--- config.mk ---
export PLATFORM = sky130hd
export DESIGN_NAME = train_drive
export DESIGN_NICKNAME = d
export VERILOG_FILES = /design/src/rtl/train_drive.sv
export SDC_FILE = /design/constraint.sdc
export NUM_CORES = 1
export LEC_CHECK = 0
export BUFFER_PORTS_ARGS = -buffer_cell sky130_fd_sc_hd__buf_2
export CORE_ASPECT_RATIO = 0.7
export CORE_UTILIZATION = 61
export CTS_CLUSTER_SIZE = 10
export DETAILED_ROUTE_END_ITERATION = 6
export GPL_ROUTABILITY_DRIVEN = 0
export PLACE_DENSITY = 0.8
export SYNTH_ARGS = -nofsm -noshare
export SYNTH_HDL_FRONTEND = slang
export SYNTH_SLANG_ARGS = --single-unit
--- constraint.sdc ---
create_clock -name clk -period 4.4 [get_ports clk]
set_input_delay 0.88 -clock clk [delete_from_list [all_inputs] [get_ports clk]]
set_output_delay 0.88 -clock clk [all_outputs]
set_load 0.02 [all_outputs]
--- src/rtl/train_drive.sv ---
// train_drive: ramped PWM motor drive for two trains plus one-at-a-time solenoid pulses for three twin-coil switches.
// Optional feature macro TRAIN_DRIVE_BRAKE_EN: command 11 forces duty to 0 on the next edge instead of ramping down.
module train_drive #(
  parameter int PWM_BITS  = 8,
  parameter int MAX_DUTY  = 200,
  parameter int RAMP_DIV  = 16,
  parameter int PULSE_LEN = 1000
) (
  input  logic       clk,
  input  logic       rst,
  input  logic [1:0] dira,
  input  logic [1:0] dirb,
  input  logic [2:0] sw,
  output logic       pwma,
  output logic       pwmb,
  output logic       fwda,
  output logic       fwdb,
  output logic [2:0] sw_norm,
  output logic [2:0] sw_div,
  output logic       sw_busy
);
  typedef enum logic {IDLE, PULSE} state_t;
  localparam int CW = RAMP_DIV > 1 ? $clog2(RAMP_DIV) : 1;
  localparam int PW = PULSE_LEN > 1 ? $clog2(PULSE_LEN) : 1;
  logic [CW-1:0] pre;
  logic tick;
  logic [PWM_BITS-1:0] cnt;
  logic [3:0] cmds;
  logic [1:0] pwm_v, fwd_v;
  assign cmds = {dirb, dira};
  assign tick = pre == CW'(RAMP_DIV - 1);
  assign pwma = pwm_v[0];
  assign pwmb = pwm_v[1];
  assign fwda = fwd_v[0];
  assign fwdb = fwd_v[1];
  // shared ramp prescaler and free-running PWM counter
  always_ff @(posedge clk or posedge rst)
    if (rst) begin
      pre <= '0;
      cnt <= '0;
    end else begin
      pre <= tick ? '0 : pre + CW'(1);
      cnt <= cnt + PWM_BITS'(1);
    end
  for (genvar c = 0; c < 2; c++) begin : g_ch
    logic [1:0] cm;
    logic mv, mis, brake, fwd, pwm;
    logic [PWM_BITS-1:0] duty, tgt, ramp;
    assign cm = cmds[2*c +: 2];
    assign pwm_v[c] = pwm;
    assign fwd_v[c] = fwd;
`ifdef TRAIN_DRIVE_BRAKE_EN
    assign brake = cm == 2'b11;
`else
    assign brake = 1'b0;
`endif
    // target selection: a direction mismatch must bleed duty to 0 before polarity may flip
    always_comb begin
      mv = cm == 2'b01 || cm == 2'b10;
      mis = mv && (cm[0] != fwd);
      tgt = mv ? PWM_BITS'(MAX_DUTY) : '0;
      ramp = duty < tgt ? duty + PWM_BITS'(1) : duty > tgt ? duty - PWM_BITS'(1) : duty;
    end
    // per-channel duty ramp, polarity and registered PWM compare
    always_ff @(posedge clk or posedge rst)
      if (rst) begin
        duty <= '0;
        fwd <= 1'b1;
        pwm <= 1'b0;
      end else begin
        pwm <= cnt < duty;
        if (brake) duty <= '0;
        else if (tick) duty <= mis ? (duty == '0 ? duty : duty - PWM_BITS'(1)) : ramp;
        if (tick && mis && duty == '0) fwd <= cm[0];
      end
  end
  state_t state, state_d;
  logic [2:0] pend, sw_q, sel;
  logic start, fin;
  logic [PW-1:0] pcnt;
  // pulse engine state register
  always_ff @(posedge clk or posedge rst)
    if (rst) state <= IDLE;
    else state <= state_d;
  // pick the lowest pending switch when idle; end the pulse when the counter expires
  always_comb begin
    pend = sw ^ sw_q;
    sel = pend[0] ? 3'b001 : pend[1] ? 3'b010 : 3'b100;
    start = state == IDLE && pend != '0;
    fin = state == PULSE && pcnt == '0;
    state_d = start ? PULSE : fin ? IDLE : state;
  end
  // shadow register, pulse counter and registered coil drives
  always_ff @(posedge clk or posedge rst)
    if (rst) begin
      sw_q <= '0;
      pcnt <= '0;
      sw_norm <= '0;
      sw_div <= '0;
      sw_busy <= 1'b0;
    end else if (start) begin
      sw_q <= sw_q ^ sel;
      sw_div <= (sw & sel) != '0 ? sel : '0;
      sw_norm <= (sw & sel) != '0 ? '0 : sel;
      sw_busy <= 1'b1;
      pcnt <= PW'(PULSE_LEN - 1);
    end else if (fin) begin
      sw_norm <= '0;
      sw_div <= '0;
      sw_busy <= 1'b0;
    end else if (state == PULSE) pcnt <= pcnt - PW'(1);
endmodule

==> impl_metrics.tcl, run 1 <==
set metrics [dict create \
    die_x_um 89.0 \
    final_area_sq_mm 0.00350 \
    fmax_ghz 0.349 \
    setup_tns_ns 0 \
    period_minus_slack_ns 2.86 \
    mostFrequentLayoutCell "dfrtp_1" \
    drc_errors 0 \
    cts_tree "done" \
    grt_max_degree 53 \
    regToRegSetupSlack_ns 1.88 \
    ys.flop_type "dfrtp_1" \
    dp_hpwl_um 4490 \
    io_pins 20 \
    fin_skew_ns 0.0105 \
    initial_core_util 0.655 \
    hold_buffers 0 \
    crit_arrival_ns 3.07 \
    whs_path_depth 2 \
    fin_cells 417 \
    reg2reg_from "g_ch[0].duty[3]" \
    synth_edf_count 0 \
    ir_drop_v 0.000176 \
    cts.clk_slew.worst_paths_ns 0.10 \
    relSlewSlack 0.292 \
    placed_cell_area_sq_mm 0.00340 \
    setup_slack_ns 1.54 \
    setup-violations-final 0 \
    async_flop_share 1.00 \
    postSynthCellCount 324 \
    clockBufferDepth 2 \
    core_area_sq_mm 0.00494 \
    areaGrowthSynthToFinish_pct 8.09 \
    fp.dieH_um 62.9 \
    numCtsBuffers 5 \
    gr-total-overflow 0 \
    wl_um 6030 \
    clock-root-buffer "clkbuf_8" \
    status "finished clean" \
    hold_viol 0 \
    dp_slack_ns 1.27 \
    firstDrtPassIters 4 \
    grt_pass1_vias 2213 \
    cts_sinks 52 \
    placementRows 21 \
    synth-warning-count 0 \
    p_total_mw 1.19 \
    crit_type "in2reg" \
    drive_above_1_share 0.152 \
    antenna_cells 0 \
    ys_seq_elements 52 \
    synth_area_sq_mm 0.00323 \
    vias 2378 \
    startpoint_type "input pin" \
    ys_types 61 \
    finish.utilization 0.708 \
    nets 385 \
    portBuffers 19 \
    yosysSeqAreaShare 0.403 \
    syn_avg_cell_area_sq_um 9.98 \
    viasPerCell 5.70 \
    required_ns 4.60 \
    maxSlewViolCount 0 \
    tightest_slew_ns 1.06 \
    rsz0062_at_grt "false" \
    track_usage 0.237 \
    hp-class "reg2reg" \
    layout_common_cells "dfrtp_1, inv_1, ha_1" \
    clk_latency_ns 0.31 \
    grt_pass1_wl_um 10300 \
    hp-start "sw_norm[0]" \
    crit_path_end_kind "flip-flop" \
    synth_fp_nets 362 \
    power_density_mw_per_mm2 339 \
    htree_levels 2 \
    period_share 0.651 \
    power.leakage_nw 1.54 \
    hold_slack_ns 0.483 \
    drtAntennaViolNets 0 \
    hold_end "sw_norm[0]" \
    cap_violations 0 \
    critical_path_peak_fanout 8 \
    place_inst 409 \
    wl_per_cell_um 14.5 \
    reg2reg_depth 8 \
    antenna_found_initial 0 \
    dieArea_sq_mm 0.00560 \
    cts_resized 0 \
    drt_iter0_drc 179 \
    cts_setup_buffers 0 \
    rr_endpoint "g_ch[0].duty[7]" \
]
==> worst max path at each step <==
| stage | from | end | slack, ns | cells after the start |
|---|---|---|---|---|
| after floorplan | dira[1] | g_ch[0].duty[6] | 1.59 | 10 |
| after global placement | dira[0] | g_ch[0].duty[6] | 1.35 | 10 |
| after detailed placement | dira[0] | g_ch[0].duty[7] | 1.27 | 10 |
| after CTS | dira[0] | g_ch[0].duty[7] | 1.59 | 10 |
| after global routing | dirb[1] | g_ch[1].duty[6] | 1.37 | 10 |
| final | dira[0] | g_ch[0].duty[7] | 1.54 | 10 |
==> layer usage <==
metal / part of all wire / vias to the layer above / GRT usage
met2: 0.44 / 62 / 0.339
met5: 0 / - / 0
met1: 0.50 / 1114 / 0.362
met4: 0.0058 / 0 / 0.0635
met3: 0.055 / 4 / 0.0515
li1: - / 1198 / -
==> critical path, cell delays in order <==
cell and delay (ns):
buf_2 0.12, xnor2_1 0.18, inv_1 0.10, ha_1 0.14, or3b_1 0.36, a211oi_1 0.33, o41ai_1 0.15, nor2_1 0.43
o21ai_0 0.21, xnor2_1 0.16
==> flip-flops by register name (all words and copies together), names as in the netlist, 2 cells and up, named ones only <==
signal and cells:
g_ch.duty 16, sw_q 2, pcnt 10, sw_norm 3, cnt 8, sw_div 3, pre 4
==> Yosys cell counts, types with 3 or more instances <==
| library cell | count | share of area |
|---|---|---|
| a21o_1 | 3 | 0.0070 |
| o21ai_0 | 17 | 0.026 |
| nand4_1 | 3 | 0.0058 |
| a21oi_1 | 7 | 0.011 |
| and3_1 | 5 | 0.0097 |
| o41ai_1 | 3 | 0.0081 |
| nor3b_1 | 3 | 0.0070 |
| nand3_1 | 18 | 0.028 |
| xor2_1 | 5 | 0.014 |
| nor3_1 | 6 | 0.0093 |
| a22o_1 | 3 | 0.0081 |
| dfrtp_1 | 50 | 0.39 |
| nor2_1 | 20 | 0.023 |
| o21ai_2 | 4 | 0.011 |
| or3_1 | 4 | 0.0077 |
| a211oi_1 | 3 | 0.0070 |
| inv_1 | 30 | 0.035 |
| nor4_1 | 8 | 0.015 |
| mux2i_1 | 4 | 0.012 |
| xnor2_1 | 26 | 0.070 |
| nand2_1 | 19 | 0.022 |
| ha_1 | 29 | 0.11 |
| mux2_2 | 5 | 0.017 |
==> kinds of logic (layout without fill, tap and decap cells) <==
logic type                 count (synthesis)  after routing  synth area share
buffers and inverters                     33             57            0.0398
muxes                                      9              9            0.0298
DFF                                       52             52             0.403
and+or+nand+nor                          110            110             0.190
AOI/OAI and AO/OA                         58             58             0.133
adders and majority gates                 30             30             0.115
xor gates and xnor gates                  32             32            0.0890
==> cell type report <==
cell class,count,area (sq um)
clock buffers,6,82.6
clock inverters,2,13.8
fillers,379,1440
inverters,30,113
multi-input cells,239,1800
flip-flops and latches,52,1300
well taps,69,86.3
repair buffers,19,95.1
==> report_power, final <==
part	switching, mW	leakage (nW)	internal (mW)
clock network	0.163	0.0516	0.129
registers	0.0722	0.615	0.526
logic	0.172	0.875	0.123
total	0.407	1.54	0.779
Power figures use the tool's default switching activity.
==> inputs of run 2 (changes only) <==
- ABC_AREA: not set -> 1
- CORE_UTILIZATION: 61 -> 56
- PLACE_DENSITY: 0.8 -> 0.77
- clock period: 4.4 -> 2.43 ns (I/O delays scaled with it)
==> run 2 against run 1 <==
Net effect: routed wire length is 25% higher; synthesized cell count is 49% higher; sequential power is 110% higher; total power grew to 2.7 times the previous value; die area is 24% higher; first-iteration DRC count is 4.5% higher; combinational power grew to 4.7 times the previous value; final cell count is 40% higher; sequential cell count stayed put; register-to-register slack worse by 1.3 ns; largest power group is now combinational cells; global-route usage hardly changed.
==> impl_metrics.tcl, run 2 <==
set metrics [dict create \
    dp_hpwl_um 5810 \
    layout_top_registers "g_ch.duty x16, pcnt x10, cnt x8" \
    cts.clk_slew.worst_paths_ns 0.11 \
    status "finished clean" \
    startpoint_type "flip-flop" \
    hold_buffers 0 \
    critical_path_peak_fanout 10 \
    nets 543 \
    drc_errors 0 \
    synth-warning-count 0 \
    cts_resized 0 \
    synth_top_area_share 0.339 \
    ys_seq_elements 52 \
    dieArea_sq_mm 0.00692 \
    antenna_found_initial 0 \
    numCtsBuffers 5 \
    cpMaxStageDelayCell "dfrtp_1" \
    hold_viol 0 \
    required_ns 2.63 \
    cap_violations 0 \
    sequentialPowerShare 0.398 \
    io_pins 20 \
    cts_setup_buffers 0 \
    largest_reg_flops 16 \
    wl_per_cell_um 12.9 \
    crit_family "simple AND/OR/NAND/NOR gates" \
    regMostFlops "g_ch.duty" \
    core_area_sq_mm 0.00631 \
    clockBufferDepth 2 \
    grt_pass1_vias 2967 \
    period_minus_slack_ns 1.89 \
    fin_skew_ns 0.0111 \
    comb_power_share 0.438 \
    async_flop_share 1.00 \
    synth.most_common_cell "nand2_1" \
    drive_above_1_share 0.126 \
    clockPowerShare 0.164 \
    crit_path_end_kind "flip-flop" \
    clock-root-buffer "clkbuf_8" \
    slowest_delay_ns 0.51 \
    postSynthCellCount 484 \
    hold_slack_ns 0.319 \
    firstDrtPassIters 4 \
    crit_chain "inv_1, ha_1, nand2_1, nor2_1, nand3_1, nor2_2, nand2_2, nand2_4, nor2_1, nand2_1, nand2_1" \
    drt_iter0_drc 187 \
    fillers 526 \
    die_x_um 99.0 \
    yosysTopAreaCell "dfrtp_1" \
    antenna_cells 0 \
    mostFrequentLayoutCell "nand2_1" \
    track_usage 0.237 \
    crit_type "reg2reg" \
    ir_drop_v 0.000400 \
    rsz0062_at_grt "false" \
    synth_edf_count 0 \
    layout_common_cells "nand2_1, inv_1, dfrtp_1" \
    tightest_slew_ns 0.651 \
    multi_input_area_sq_mm 0.00208 \
    cts_sinks 52 \
    p_switching_mw 1.42 \
    syn_avg_cell_area_sq_um 7.62 \
    portBuffers 19 \
    wl_um 7510 \
    switching_share 0.448 \
    ys.flop_type "dfrtp_1" \
    synth_area_sq_mm 0.00369 \
    htree_levels 2 \
    fmax_ghz 0.529 \
    synthTopCellsByArea "dfrtp_1, nand2_1, ha_1" \
    gr-total-overflow 0 \
    viasPerCell 5.34 \
    areaGrowthSynthToFinish_pct 6.48 \
    power.leakage_nw 2.04 \
    power_density_mw_per_mm2 809 \
    relSlewSlack 0.566 \
    setup-violations-final 0 \
    clk_latency_ns 0.31 \
    grt_pass1_wl_um 13100 \
    yosys-top-cells-count "nand2_1, inv_1, dfrtp_1, nor2_1, nand3_1" \
    cts_tree "done" \
    drtAntennaViolNets 0 \
    p_int_mw 1.75 \
    setup_tns_ns 0 \
    period_share 0.778 \
    crit_arrival_ns 2.09 \
    yosysSeqAreaShare 0.353 \
    timing.critical_path.mode_cell "nand2_1" \
    maxSlewViolCount 0 \
    placed_cell_area_sq_mm 0.00383 \
    synth_fp_nets 522 \
    initial_core_util 0.585 \
    hp-class "in2async" \
    fp.dieH_um 69.9 \
    vias 3117 \
    placementRows 24 \
    crit_buf_inv 1 \
    seq_area_sq_mm 0.00130 \
    ys_types 37 \
    final_area_sq_mm 0.00393 \
    grt_max_degree 53 \
]
-- run 2: final timing paths --
kind,start,to,slack (ns),depth (start not counted)
max in group asynchronous,rst,g_ch[1].duty[6],1.65,3
setup / recovery,g_ch[1].duty[3],g_ch[1].duty[6],0.54,11
setup reg to reg,g_ch[1].duty[3],g_ch[1].duty[6],0.54,11
min in group clk,sw[1],flip-flop,0.40,3
hold reg to reg,sw_q[0],sw_q[0],0.48,1
hold / removal,rst,asynchronous set/reset pin,0.32,3
-- run 2: power groups by stage --
stage               Sequential, mW  Combinational, mW  Clock, mW
floorplan                     1.17               1.20          0
global placement              1.27               1.32          0
detailed placement            1.27               1.37          0
CTS                           1.26               1.37      0.535
global route                  1.29               1.60      0.569
finish                        1.26               1.39      0.520
-- run 2: area by class of cell --
| class | count | share of cell area |
|---|---|---|
| multi-input combinational | 362 | 0.530 |
| sequential | 52 | 0.332 |
| inverter | 62 | 0.0599 |
| timing repair buffer | 22 | 0.0299 |
| tap | 78 | 0.0248 |
| clock buffer | 5 | 0.0175 |
| clock inverter | 3 | 0.00637 |
-- run 2: per-stage QoR --
step	instances	util	setup WS (ns)	total power, mW
after global routing	584	0.623	0.400	3.46
after floorplan	484	-	0.666	2.37
after global placement	576	0.608	0.403	2.59
after detailed placement	576	0.608	0.260	2.64
after CTS	584	0.623	0.547	3.17
final	584	0.623	0.540	3.18
-- run 2: routing by layer --
layer	up-vias	routed length [um]	global-route usage
li1	1592	-	-
met1	1442	3700	0.334
met2	73	3290	0.368
met3	10	452	0.0511
met4	0	67	0.0680
met5	-	0	0
-- run 2: kinds of logic after synthesis --
| logic type | share of synthesized area |
|---|---|
| flip-flops | 0.353 |
| buffers and inverters | 0.0827 |
| AO/OA/AOI/OAI | 0.0699 |
| XOR/XNOR | 0.0848 |
| adder cells (fa/ha/maj) | 0.0983 |
| multiplexers | 0.00576 |
| AND/OR/NAND/NOR | 0.305 |
-- run 2: worst register-to-register path, cell delays in order (launching register included) --
cell	delay, ns
dfrtp_1	0.51
inv_1	0.18
ha_1	0.31
nand2_1	0.05
nor2_1	0.11
nand3_1	0.10
nor2_2	0.15
nand2_2	0.08
nand2_4	0.14
nor2_1	0.06
nand2_1	0.05
nand2_1	0.05
==> inputs of run 3 (changes only) <==
- CORE_UTILIZATION: 56 -> 61
- PLACE_DENSITY: 0.77 -> 0.8
- clock period: 2.43 -> 1.8 ns (I/O delays scaled with it)
==> run 3 against run 2 <==
Net effect: critical path type unchanged; critical path depth decreased by 2; global-route usage increased by 3.7 points; hold slack improved by 0.0026 ns; highest routed layer unchanged; sequential power increased by 31%; sequential share of layout area decreased by 1.3 points; sequential cell count unchanged; clock power increased by 33%; fmax increased by 10%; cell area increased by 4.0%.
==> impl_metrics.tcl, run 3 (synthesis gave the netlist of run 2 again) <==
set metrics [dict create \
    status "finished clean" \
    clock-root-buffer "clkbuf_8" \
    clockBufferDepth 2 \
    nets 560 \
    numCtsBuffers 5 \
    drc_errors 0 \
    wl_um 7920 \
    critical_path_peak_fanout 8 \
    fin_skew_ns 0.00643 \
    period_minus_slack_ns 1.72 \
    layout_top_registers "g_ch.duty x16, pcnt x10, cnt x8" \
    layout_common_cells "nand2_1, inv_1, dfrtp_1" \
    crit_type "reg2reg" \
    grt_pass1_wl_um 13300 \
    cts_tree "done" \
    hold_viol 0 \
    portBuffers 19 \
    tightest_slew_ns 0.460 \
    track_usage 0.274 \
    firstDrtPassIters 4 \
    htree_levels 2 \
    cp-startpoint "g_ch[1].duty[7]" \
    vias 3271 \
    cap_violations 0 \
    cts.clk_slew.worst_paths_ns 0.10 \
    drtAntennaViolNets 0 \
    fillers 470 \
    antenna_found_initial 0 \
    mostFrequentLayoutCell "nand2_1" \
    cpMaxStageDelayCell "dfrtp_1" \
    regMostFlops "g_ch.duty" \
    power_density_mw_per_mm2 1090 \
    setup-violations-final 0 \
    reg2reg_from "g_ch[1].duty[7]" \
    period_share 0.955 \
    dp_hpwl_um 6110 \
    required_ns 2.00 \
    slowest_delay_ns 0.42 \
    switching_share 0.442 \
    endpoint "g_ch[1].duty[4]" \
    p_total_mw 4.46 \
    p_switching_mw 1.97 \
    clk_latency_ns 0.31 \
    timing.critical_path.mode_cell "nand2_1" \
    p_int_mw 2.49 \
    clockPowerShare 0.155 \
    grt_max_degree 44 \
    viasPerCell 5.47 \
    initial_core_util 0.638 \
    crit_chain "ha_1, nand3_1, nand2_1, inv_1, nand3_2, inv_1, nand2_1, nand3_1, nand2_1" \
    sequentialPowerShare 0.370 \
    regToRegSetupSlack_ns 0.08 \
    crit_arrival_ns 1.92 \
    whs_path_depth 3 \
    cts_setup_buffers 0 \
    grt_pass1_vias 2909 \
    antenna_cells 0 \
    drt_iter0_drc 286 \
    ir_drop_v 0.000606 \
    fmax_ghz 0.582 \
    gr-total-overflow 0 \
    die_x_um 95.0 \
    comb_power_share 0.475 \
    areaGrowthSynthToFinish_pct 10.7 \
    cts_sinks 52 \
    dieArea_sq_mm 0.00637 \
    rr_endpoint "g_ch[1].duty[4]" \
    hp-class "in2reg" \
    reg2reg_depth 9 \
    maxSlewViolCount 0 \
    startpoint_type "flip-flop" \
    relSlewSlack 0.692 \
    fp.dieH_um 67.1 \
    wl_per_cell_um 13.2 \
    core_area_sq_mm 0.00578 \
    drive_above_1_share 0.159 \
    rsz0062_at_grt "false" \
    io_pins 20 \
    hold_slack_ns 0.321 \
    power.leakage_nw 2.13 \
    placementRows 23 \
    largest_reg_flops 16 \
    crit_path_end_kind "flip-flop" \
]
==> run 3: worst min path at each step <==
stage | from | to | slack [ns]
after floorplan | sw_q[0] | sw_q[0] | 0.44
after global placement | rst | sw_norm[1] | 0.29
after detailed placement | rst | asynchronous set/reset pin | 0.30
after CTS | sw[1] | flip-flop | 0.32
after global routing | sw[1] | flip-flop | 0.35
final | sw[1] | flip-flop | 0.32
==> run 3: final cells by class <==
| class | instances | area (sq um) | area share |
|---|---|---|---|
| tap | 75 | 93.8 | 0.0230 |
| clock buffer | 5 | 68.8 | 0.0168 |
| multi-input combinational | 362 | 2100 | 0.514 |
| timing repair buffer | 39 | 260 | 0.0637 |
| inverter | 62 | 235 | 0.0576 |
| sequential | 52 | 1300 | 0.319 |
| clock inverter | 3 | 22.5 | 0.00551 |
==> run 3: power groups by stage <==
stage	registers [mW]	logic (mW)	clock network, mW
floorplan	1.58	1.62	0
global placement	1.65	2.00	0
detailed placement	1.66	2.06	0
CTS	1.64	2.07	0.711
global route	1.68	2.39	0.761
finish	1.65	2.12	0.690
==> run 3: routing by layer <==
layer,GRT usage,wire length (um),vias to the layer above
li1,-,-,1633
met1,0.399,3900,1503
met2,0.421,3380,129
met3,0.0457,563,6
met4,0.0663,66,0
met5,0,0,-
==> run 3: what timing repair did <==
| item | in CTS | in global routing |
|---|---|---|
| hold buffers | 1 | 0 |
| resized for setup | 0 | 5 |
| hold endpoints to repair | 8 | 0 |
| endpoints found under the setup margin | 0 | 18 |
==> run 3: critical path: cells and delay by family (launching register included) <==
kind	cells	cell delay, ns
buffers and inverters	2	0.26
and+or+nand+nor	6	0.59
DFF	1	0.42
adders and majority gates	1	0.35
==> run 3: metrics by stage <==
stage,instance area (sq um),setup TNS [ns],worst slack (ns),utilization,cells
detailed placement,3960,-1.49,-0.145,0.685,589
global route,4090,0,0.00166,0.706,598
CTS,4070,0,0.0609,0.703,598
global placement,3960,-0.308,-0.0445,0.685,589
floorplan,3690,0,0.162,-,484
finish,4090,0,0.0815,0.706,598
